### src/rtl/err_monitor_if.sv
// Retire-stream and error-report signals between the core and err_monitor.
// The master drives retires and consumes reports; the slave is the monitor.
interface err_monitor_if;
    logic        instr_valid_i;
    logic        err_num_i;
    logic        wr_en_i;
    logic [4:0]  wr_addr_i;
    logic        mem_en_i;
    logic [31:0] mem_addr_i;
    logic [1:0]  mem_size_i;
    logic        halt_instr_i;
    logic        err_ready_i;
    logic        err_valid_o;
    logic [3:0]  err_code_o;
    logic [31:0] err_cycle_o;
    logic        stall_o;
    logic        halted_o;
    logic        overrun_o;

    modport master (
        output instr_valid_i, err_num_i, wr_en_i, wr_addr_i, mem_en_i,
               mem_addr_i, mem_size_i, halt_instr_i, err_ready_i,
        input  err_valid_o, err_code_o, err_cycle_o, stall_o, halted_o, overrun_o
    );

    modport slave (
        input  instr_valid_i, err_num_i, wr_en_i, wr_addr_i, mem_en_i,
               mem_addr_i, mem_size_i, halt_instr_i, err_ready_i,
        output err_valid_o, err_code_o, err_cycle_o, stall_o, halted_o, overrun_o
    );
endinterface

### src/rtl/err_monitor.sv
// Watches retiring instructions for architectural errors, reports them one at a
// time through a valid/ready handshake and halts the core on fatal memory faults.
//
// state     | meaning
// ----------+------------------------------------------------------------
// RUN       | accepting retires, no report outstanding
// REPORT    | non-fatal report held, core stalled until consumer accepts
// HALT_PEND | report held, halt follows once consumer accepts
// HALTED    | core stopped; only reset leaves this state
module err_monitor #(
    parameter int unsigned ADDR_LIMIT = 1024
) (
    input  logic         clk_i,
    input  logic         rst_i,
    err_monitor_if.slave mon
);
    typedef enum logic [1:0] {
        RUN       = 2'd0,
        REPORT    = 2'd1,
        HALT_PEND = 2'd2,
        HALTED    = 2'd3
    } state_t;

    localparam logic [32:0] ADDR_LIMIT_W = 33'(ADDR_LIMIT);

    state_t      state;
    logic [31:0] retire_cnt;
    logic        err_valid;
    logic [3:0]  err_code;
    logic [31:0] err_cycle;
    logic        stall;
    logic        halted;
    logic        overrun;

    logic        accept;
    logic [2:0]  size_bytes;
    logic [32:0] access_end;
    logic        write_zero;
    logic        num_ovf;
    logic        mem_ovf;
    logic        misalign;
    logic [3:0]  flags;
    logic        fatal;

    assign accept = mon.instr_valid_i & ~stall & ~halted;

    always_comb begin
        size_bytes = 3'd4;
        case (mon.mem_size_i)
            2'b00:   size_bytes = 3'd1;
            2'b01:   size_bytes = 3'd2;
            default: size_bytes = 3'd4;
        endcase
    end

    // 33-bit sum so an access straddling 2^32 cannot wrap back into range
    assign access_end = {1'b0, mon.mem_addr_i} + {30'd0, size_bytes};

    assign write_zero = mon.wr_en_i & (mon.wr_addr_i == 5'd0);
    assign num_ovf    = mon.err_num_i;
    assign mem_ovf    = mon.mem_en_i & (access_end > ADDR_LIMIT_W);
    assign misalign   = mon.mem_en_i &
                        (((mon.mem_size_i == 2'b01) & mon.mem_addr_i[0]) |
                         (mon.mem_size_i[1] & (mon.mem_addr_i[1:0] != 2'b00)));
    assign flags      = {misalign, mem_ovf, num_ovf, write_zero};
    assign fatal      = misalign | mem_ovf;

    always_ff @(posedge clk_i) begin
        if (rst_i) begin
            state      <= RUN;
            retire_cnt <= 32'd0;
            err_valid  <= 1'b0;
            err_code   <= 4'd0;
            err_cycle  <= 32'd0;
            stall      <= 1'b0;
            halted     <= 1'b0;
            overrun    <= 1'b0;
        end else begin
            if (mon.instr_valid_i && (stall || halted))
                overrun <= 1'b1;
            if (accept && retire_cnt != 32'hFFFF_FFFF)
                retire_cnt <= retire_cnt + 32'd1;

            case (state)
                RUN: begin
                    if (accept) begin
                        if (flags != 4'd0) begin
                            err_code  <= flags;
                            err_cycle <= retire_cnt;
                            err_valid <= 1'b1;
                            stall     <= 1'b1;
                            state     <= (fatal || mon.halt_instr_i) ? HALT_PEND : REPORT;
                        end else if (mon.halt_instr_i) begin
                            stall  <= 1'b1;
                            halted <= 1'b1;
                            state  <= HALTED;
                        end
                    end
                end
                REPORT: begin
                    if (mon.err_ready_i) begin
                        err_valid <= 1'b0;
                        stall     <= 1'b0;
                        state     <= RUN;
                    end
                end
                HALT_PEND: begin
                    if (mon.err_ready_i) begin
                        err_valid <= 1'b0;
                        halted    <= 1'b1;
                        state     <= HALTED;
                    end
                end
                HALTED: begin
                    stall  <= 1'b1;
                    halted <= 1'b1;
                end
                default: state <= RUN;
            endcase
        end
    end

    assign mon.err_valid_o = err_valid;
    assign mon.err_code_o  = err_code;
    assign mon.err_cycle_o = err_cycle;
    assign mon.stall_o     = stall;
    assign mon.halted_o    = halted;
    assign mon.overrun_o   = overrun;
endmodule

### src/flat_wrapper.sv
// flat-port wrapper written by rule: the top's interface ports become plain ports
module err_monitor_flat 
#(
    parameter int unsigned ADDR_LIMIT = 1024
)
  (clk_i, rst_i, mon_instr_valid_i, mon_err_num_i, mon_wr_en_i, mon_wr_addr_i, mon_mem_en_i, mon_mem_addr_i, mon_mem_size_i, mon_halt_instr_i, mon_err_ready_i, mon_err_valid_o, mon_err_code_o, mon_err_cycle_o, mon_stall_o, mon_halted_o, mon_overrun_o);
  err_monitor_if mon_i ();
  input  logic clk_i;
  input  logic rst_i;
  input wire logic [$bits(mon_i.instr_valid_i)-1:0] mon_instr_valid_i;
  input wire logic [$bits(mon_i.err_num_i)-1:0] mon_err_num_i;
  input wire logic [$bits(mon_i.wr_en_i)-1:0] mon_wr_en_i;
  input wire logic [$bits(mon_i.wr_addr_i)-1:0] mon_wr_addr_i;
  input wire logic [$bits(mon_i.mem_en_i)-1:0] mon_mem_en_i;
  input wire logic [$bits(mon_i.mem_addr_i)-1:0] mon_mem_addr_i;
  input wire logic [$bits(mon_i.mem_size_i)-1:0] mon_mem_size_i;
  input wire logic [$bits(mon_i.halt_instr_i)-1:0] mon_halt_instr_i;
  input wire logic [$bits(mon_i.err_ready_i)-1:0] mon_err_ready_i;
  output wire logic [$bits(mon_i.err_valid_o)-1:0] mon_err_valid_o;
  output wire logic [$bits(mon_i.err_code_o)-1:0] mon_err_code_o;
  output wire logic [$bits(mon_i.err_cycle_o)-1:0] mon_err_cycle_o;
  output wire logic [$bits(mon_i.stall_o)-1:0] mon_stall_o;
  output wire logic [$bits(mon_i.halted_o)-1:0] mon_halted_o;
  output wire logic [$bits(mon_i.overrun_o)-1:0] mon_overrun_o;
  assign mon_i.instr_valid_i = mon_instr_valid_i;
  assign mon_i.err_num_i = mon_err_num_i;
  assign mon_i.wr_en_i = mon_wr_en_i;
  assign mon_i.wr_addr_i = mon_wr_addr_i;
  assign mon_i.mem_en_i = mon_mem_en_i;
  assign mon_i.mem_addr_i = mon_mem_addr_i;
  assign mon_i.mem_size_i = mon_mem_size_i;
  assign mon_i.halt_instr_i = mon_halt_instr_i;
  assign mon_i.err_ready_i = mon_err_ready_i;
  assign mon_err_valid_o = mon_i.err_valid_o;
  assign mon_err_code_o = mon_i.err_code_o;
  assign mon_err_cycle_o = mon_i.err_cycle_o;
  assign mon_stall_o = mon_i.stall_o;
  assign mon_halted_o = mon_i.halted_o;
  assign mon_overrun_o = mon_i.overrun_o;
  err_monitor #(.ADDR_LIMIT(ADDR_LIMIT)) u_core (.clk_i(clk_i), .rst_i(rst_i), .mon(mon_i));
endmodule
### config.mk
export PLATFORM = sky130hd
export DESIGN_NAME = err_monitor_flat
export DESIGN_NICKNAME = d
export VERILOG_FILES = /design/src/rtl/err_monitor_if.sv /design/src/rtl/err_monitor.sv /design/src/flat_wrapper.sv
export SDC_FILE = /design/constraint.sdc
export NUM_CORES = 1
export LEC_CHECK = 0
export BUFFER_PORTS_ARGS = -buffer_cell sky130_fd_sc_hd__buf_2
export CAP_MARGIN = 30
export CELL_PAD_IN_SITES_DETAIL_PLACEMENT = 1
export CELL_PAD_IN_SITES_GLOBAL_PLACEMENT = 2
export CORE_ASPECT_RATIO = 0.7
export CORE_MARGIN = 4
export CORE_UTILIZATION = 32
export CTS_CLUSTER_DIAMETER = 200
export DETAILED_ROUTE_END_ITERATION = 12
export PLACE_DENSITY = 0.84
export SLEW_MARGIN = 20
export SYNTH_ARGS = -nofsm -noshare
export SYNTH_HDL_FRONTEND = slang
export SYNTH_SLANG_ARGS = --single-unit
### constraint.sdc
create_clock -name clk_i -period 3.4 [get_ports clk_i]
set_input_delay 0.34 -clock clk_i [delete_from_list [all_inputs] [get_ports clk_i]]
set_output_delay 0.34 -clock clk_i [all_outputs]
set_load 0.1 [all_outputs]
==> results by group <==
Timing
  • F_max: 0.307 GHz
  • # setup viols final: 0
  • Final Hold Slack: 0.292 ns
  • Least-Margin Pin Slew: 0.900 ns
  • Max-slew violations: 0
  • Setup TNS: 0 ns
  • Period utilization: 95.9%
  • Fin crit period: 3.26 ns
  • Max Clock Skew: 0.00953 ns
  • RSZ-0062 raised after global routing: no
  • Slew headroom: 39.5%
  • Fin. Hold Viols: 0

Floorplanning
  • Initial Util: 32.8%
  • Full die area: 14,700 µm²
  • Chip width: 143 µm
  • I/O pin cnt: 87
  • Die H: 103 µm
  • CORE AREA: 12,500 µm²
  • # rows: 34

Synthesis
  • Top-area cell type share of the netlist area: 36.2%
  • Asr flop ratio synth: 0%
  • Largest cells by area after synthesis: dfxtp_1 36%, mux2i_1 9.3%, nor2_1 7.5%
  • Synthesized flop and latch total: 74
  • Prevailing post-synth register cell: dfxtp_1
  • Cell taking the most area after synthesis: dfxtp_1
  • Post-synth net total: 540
  • Seq/Total Area, Yosys: 36.2%
  • Post-Syn Area: 4090 µm²
  • Synth warnings: 0
  • Mapped Avg Cell Area: 8.48 µm²
  • Yosys cell types: 61
  • Cells after synthesis: 482
  • Number of flops mapped to enable cells by yosys: 0

Final layout
  • Diode count: 0
  • Layout cells sized above 1: 22.9%
  • Final nets: 637
  • Fin util: 41.4%
  • Fin area: 5160 µm²
  • Commonest cells after routing, fill and taps aside: 86 x buf_2, 82 x nor2_1, 74 x dfxtp_1, 38 x mux2i_1, 33 x nand2_1
  • Area growth syn-to-layout: 26.2%
  • Commonest non-fill, non-tap cell in the layout: buf_2

Placed design
  • PortBufs: 86
  • Gpl congestion: 0.840
  • DP Wirelength: 9.14 mm
  • Placed cell area: 4710 µm²

Clock network
  • Clock Tree Buf Depth: 2
  • Worst-Skew Late Latency: 0.33 ns
  • Post-CTS Hold Fix Bufs: 0
  • H-Tree Depth: 3
  • CTS tree: built
  • Root Buffer: clkbuf_16
  • Clock transition at path regs: 0.06 ns
  • Num CTS Buffers: 9
  • CTS Sinks: 74

Critical path
  • Startpoint type of the worst setup path: input port
  • CP Data Required Time: 3.59 ns
  • Setup crit end kind: register
  • Worst r2r src: u_core.retire_cnt[10]
  • Worst Reg2Reg Path Length in Cells: 9
  • Crit-path max FO: 10
  • Reg-to-Reg End: u_core.retire_cnt[8]
  • CP arrival: 3.45 ns
  • Internal reg-to-reg setup slack: 0.49 ns
  • Critical Setup Path Class: input port to register

Route
  • WL/cell: 16.2 µm
  • Vias per Instance: 5.12
  • Drt drc: 0
  • Detailed router's first-iteration violation count: 112
  • Initial DRT Pass Iterations: 4
  • ANT nets after route: 0
  • Final WL: 12.1 mm
  • DR vias: 3,821

GRT
  • Initial antenna violation count: 0
  • Vias in the first global route: 3,800
  • Largest net degree at the start of global routing: 40
  • First-pass GRT wire length: 19.1 mm
  • Total gr overflow: 0
  • GRT Util Overall: 16.3%

Run status
  • Outcome: completed

Run
  • Max-Cap Viols: 0

Power
  • Pwr dens: 576 nW/µm²
  • Leak: 2.08 nW
  • Worst VDD drop: 577 µV

Hold path
  • Worst Hold Launch: mon_err_num_i
  • Worst hold path depth: 3
  • Endpoint, Worst Hold: u_core.mon.err_code_o[1]
  • Hold Crit Class: input port to register
-- logic make-up (layout without fill, tap and decap cells) --
family	after synthesis	count (layout)	synth area share, %
buf+inv	32	134	4.38
xor+xnor	31	31	6.64
simple gates	225	225	28.3
fa+ha+maj	11	11	3.55
flops	74	74	36.2
mux	39	39	9.58
compound gates	70	70	11.4
-- stage by stage --
stage	power (W)	setup slack [ns]	std cells
floorplan	0.00164	0.396	482
global placement	0.00180	-0.0763	725
detailed placement	0.00183	-0.157	725
CTS	0.00295	0.136	741
global route	0.00311	0.0115	746
finish	0.00297	0.141	746
-- worst max path at each step --
| stage | from | endpoint |
|---|---|---|
| after floorplan | mon_mem_size_i[0] | u_core.mon.err_code_o[0] |
| after global placement | mon_mem_size_i[1] | u_core.mon.err_cycle_o[10] |
| after detailed placement | mon_mem_size_i[1] | u_core.mon.err_cycle_o[1] |
| after CTS | mon_mem_size_i[1] | u_core.mon.err_cycle_o[2] |
| after global routing | mon_mem_size_i[1] | u_core.mon.err_cycle_o[2] |
| final | mon_mem_size_i[1] | u_core.mon.err_cycle_o[2] |
-- cell type report --
class,count,area [µm²]
Sequential cell,74,1480
Fill cell,1535,7300
Inverter,17,63.8
Tap cell,162,203
Clock buffer,11,253
Multi-Input combinational cell,376,2460
Timing Repair Buffer,101,598
Clock inverter,5,100
-- flip-flops by register name, indices dropped and copies added (netlist names) --
signal                  flops
u_core.retire_cnt          32
u_core.mon.err_cycle_o     32
u_core.state                2
u_core.mon.halted_o         1
u_core.mon.err_code_o       4
u_core.mon.stall_o          1
u_core.mon.overrun_o        1
u_core.mon.err_valid_o      1
-- cell usage after synthesis (10+ instances only) --
cell type and number:
nor2_1 82, nand2_1 33, nor3_1 11, xnor2_1 12
dfxtp_1 74, xor2_1 19, ha_1 10, inv_1 17
o21ai_0 13, nand3_1 22, mux2i_1 38, a21oi_1 22
nand4_1 17
-- timing repair --
item	CTS	global route
endpoints found under the setup margin	0	5
setup buffers	0	4
gates resized for setup	0	4
-- critical path: stages --
cell,delay (ns)
buf_2,0.13
nor2_1,0.06
ha_1,0.22
fa_1,0.43
a21oi_1,0.17
buf_4,0.16
nor4_4,0.05
buf_4,0.16
and2_1,0.21
a311oi_2,0.32
nor4_2,0.11
and4_1,0.20
a211oi_4,0.28
buf_12,0.16
buf_12,0.14
mux2i_1,0.25
nor2_1,0.06
-- routing by layer --
layer  wire, µm  GRT usage, %  vias up  share of wire [%]
met2       5490          25.6       58                 45
li1           -             -     1911                  -
met1       6060          22.8     1842                 50
met4        117          3.73        0               0.97
met5          0             0        -                  0
met3        407          3.94       10                3.4
-- where the power goes --
group	total [W]	switching, W	internal [W]
logic	0.000908	0.000582	0.000326
clock network	0.00111	0.000354	0.000754
registers	0.000958	0.0000445	0.000914
Note: power is estimated with default switching activity, not from simulation.
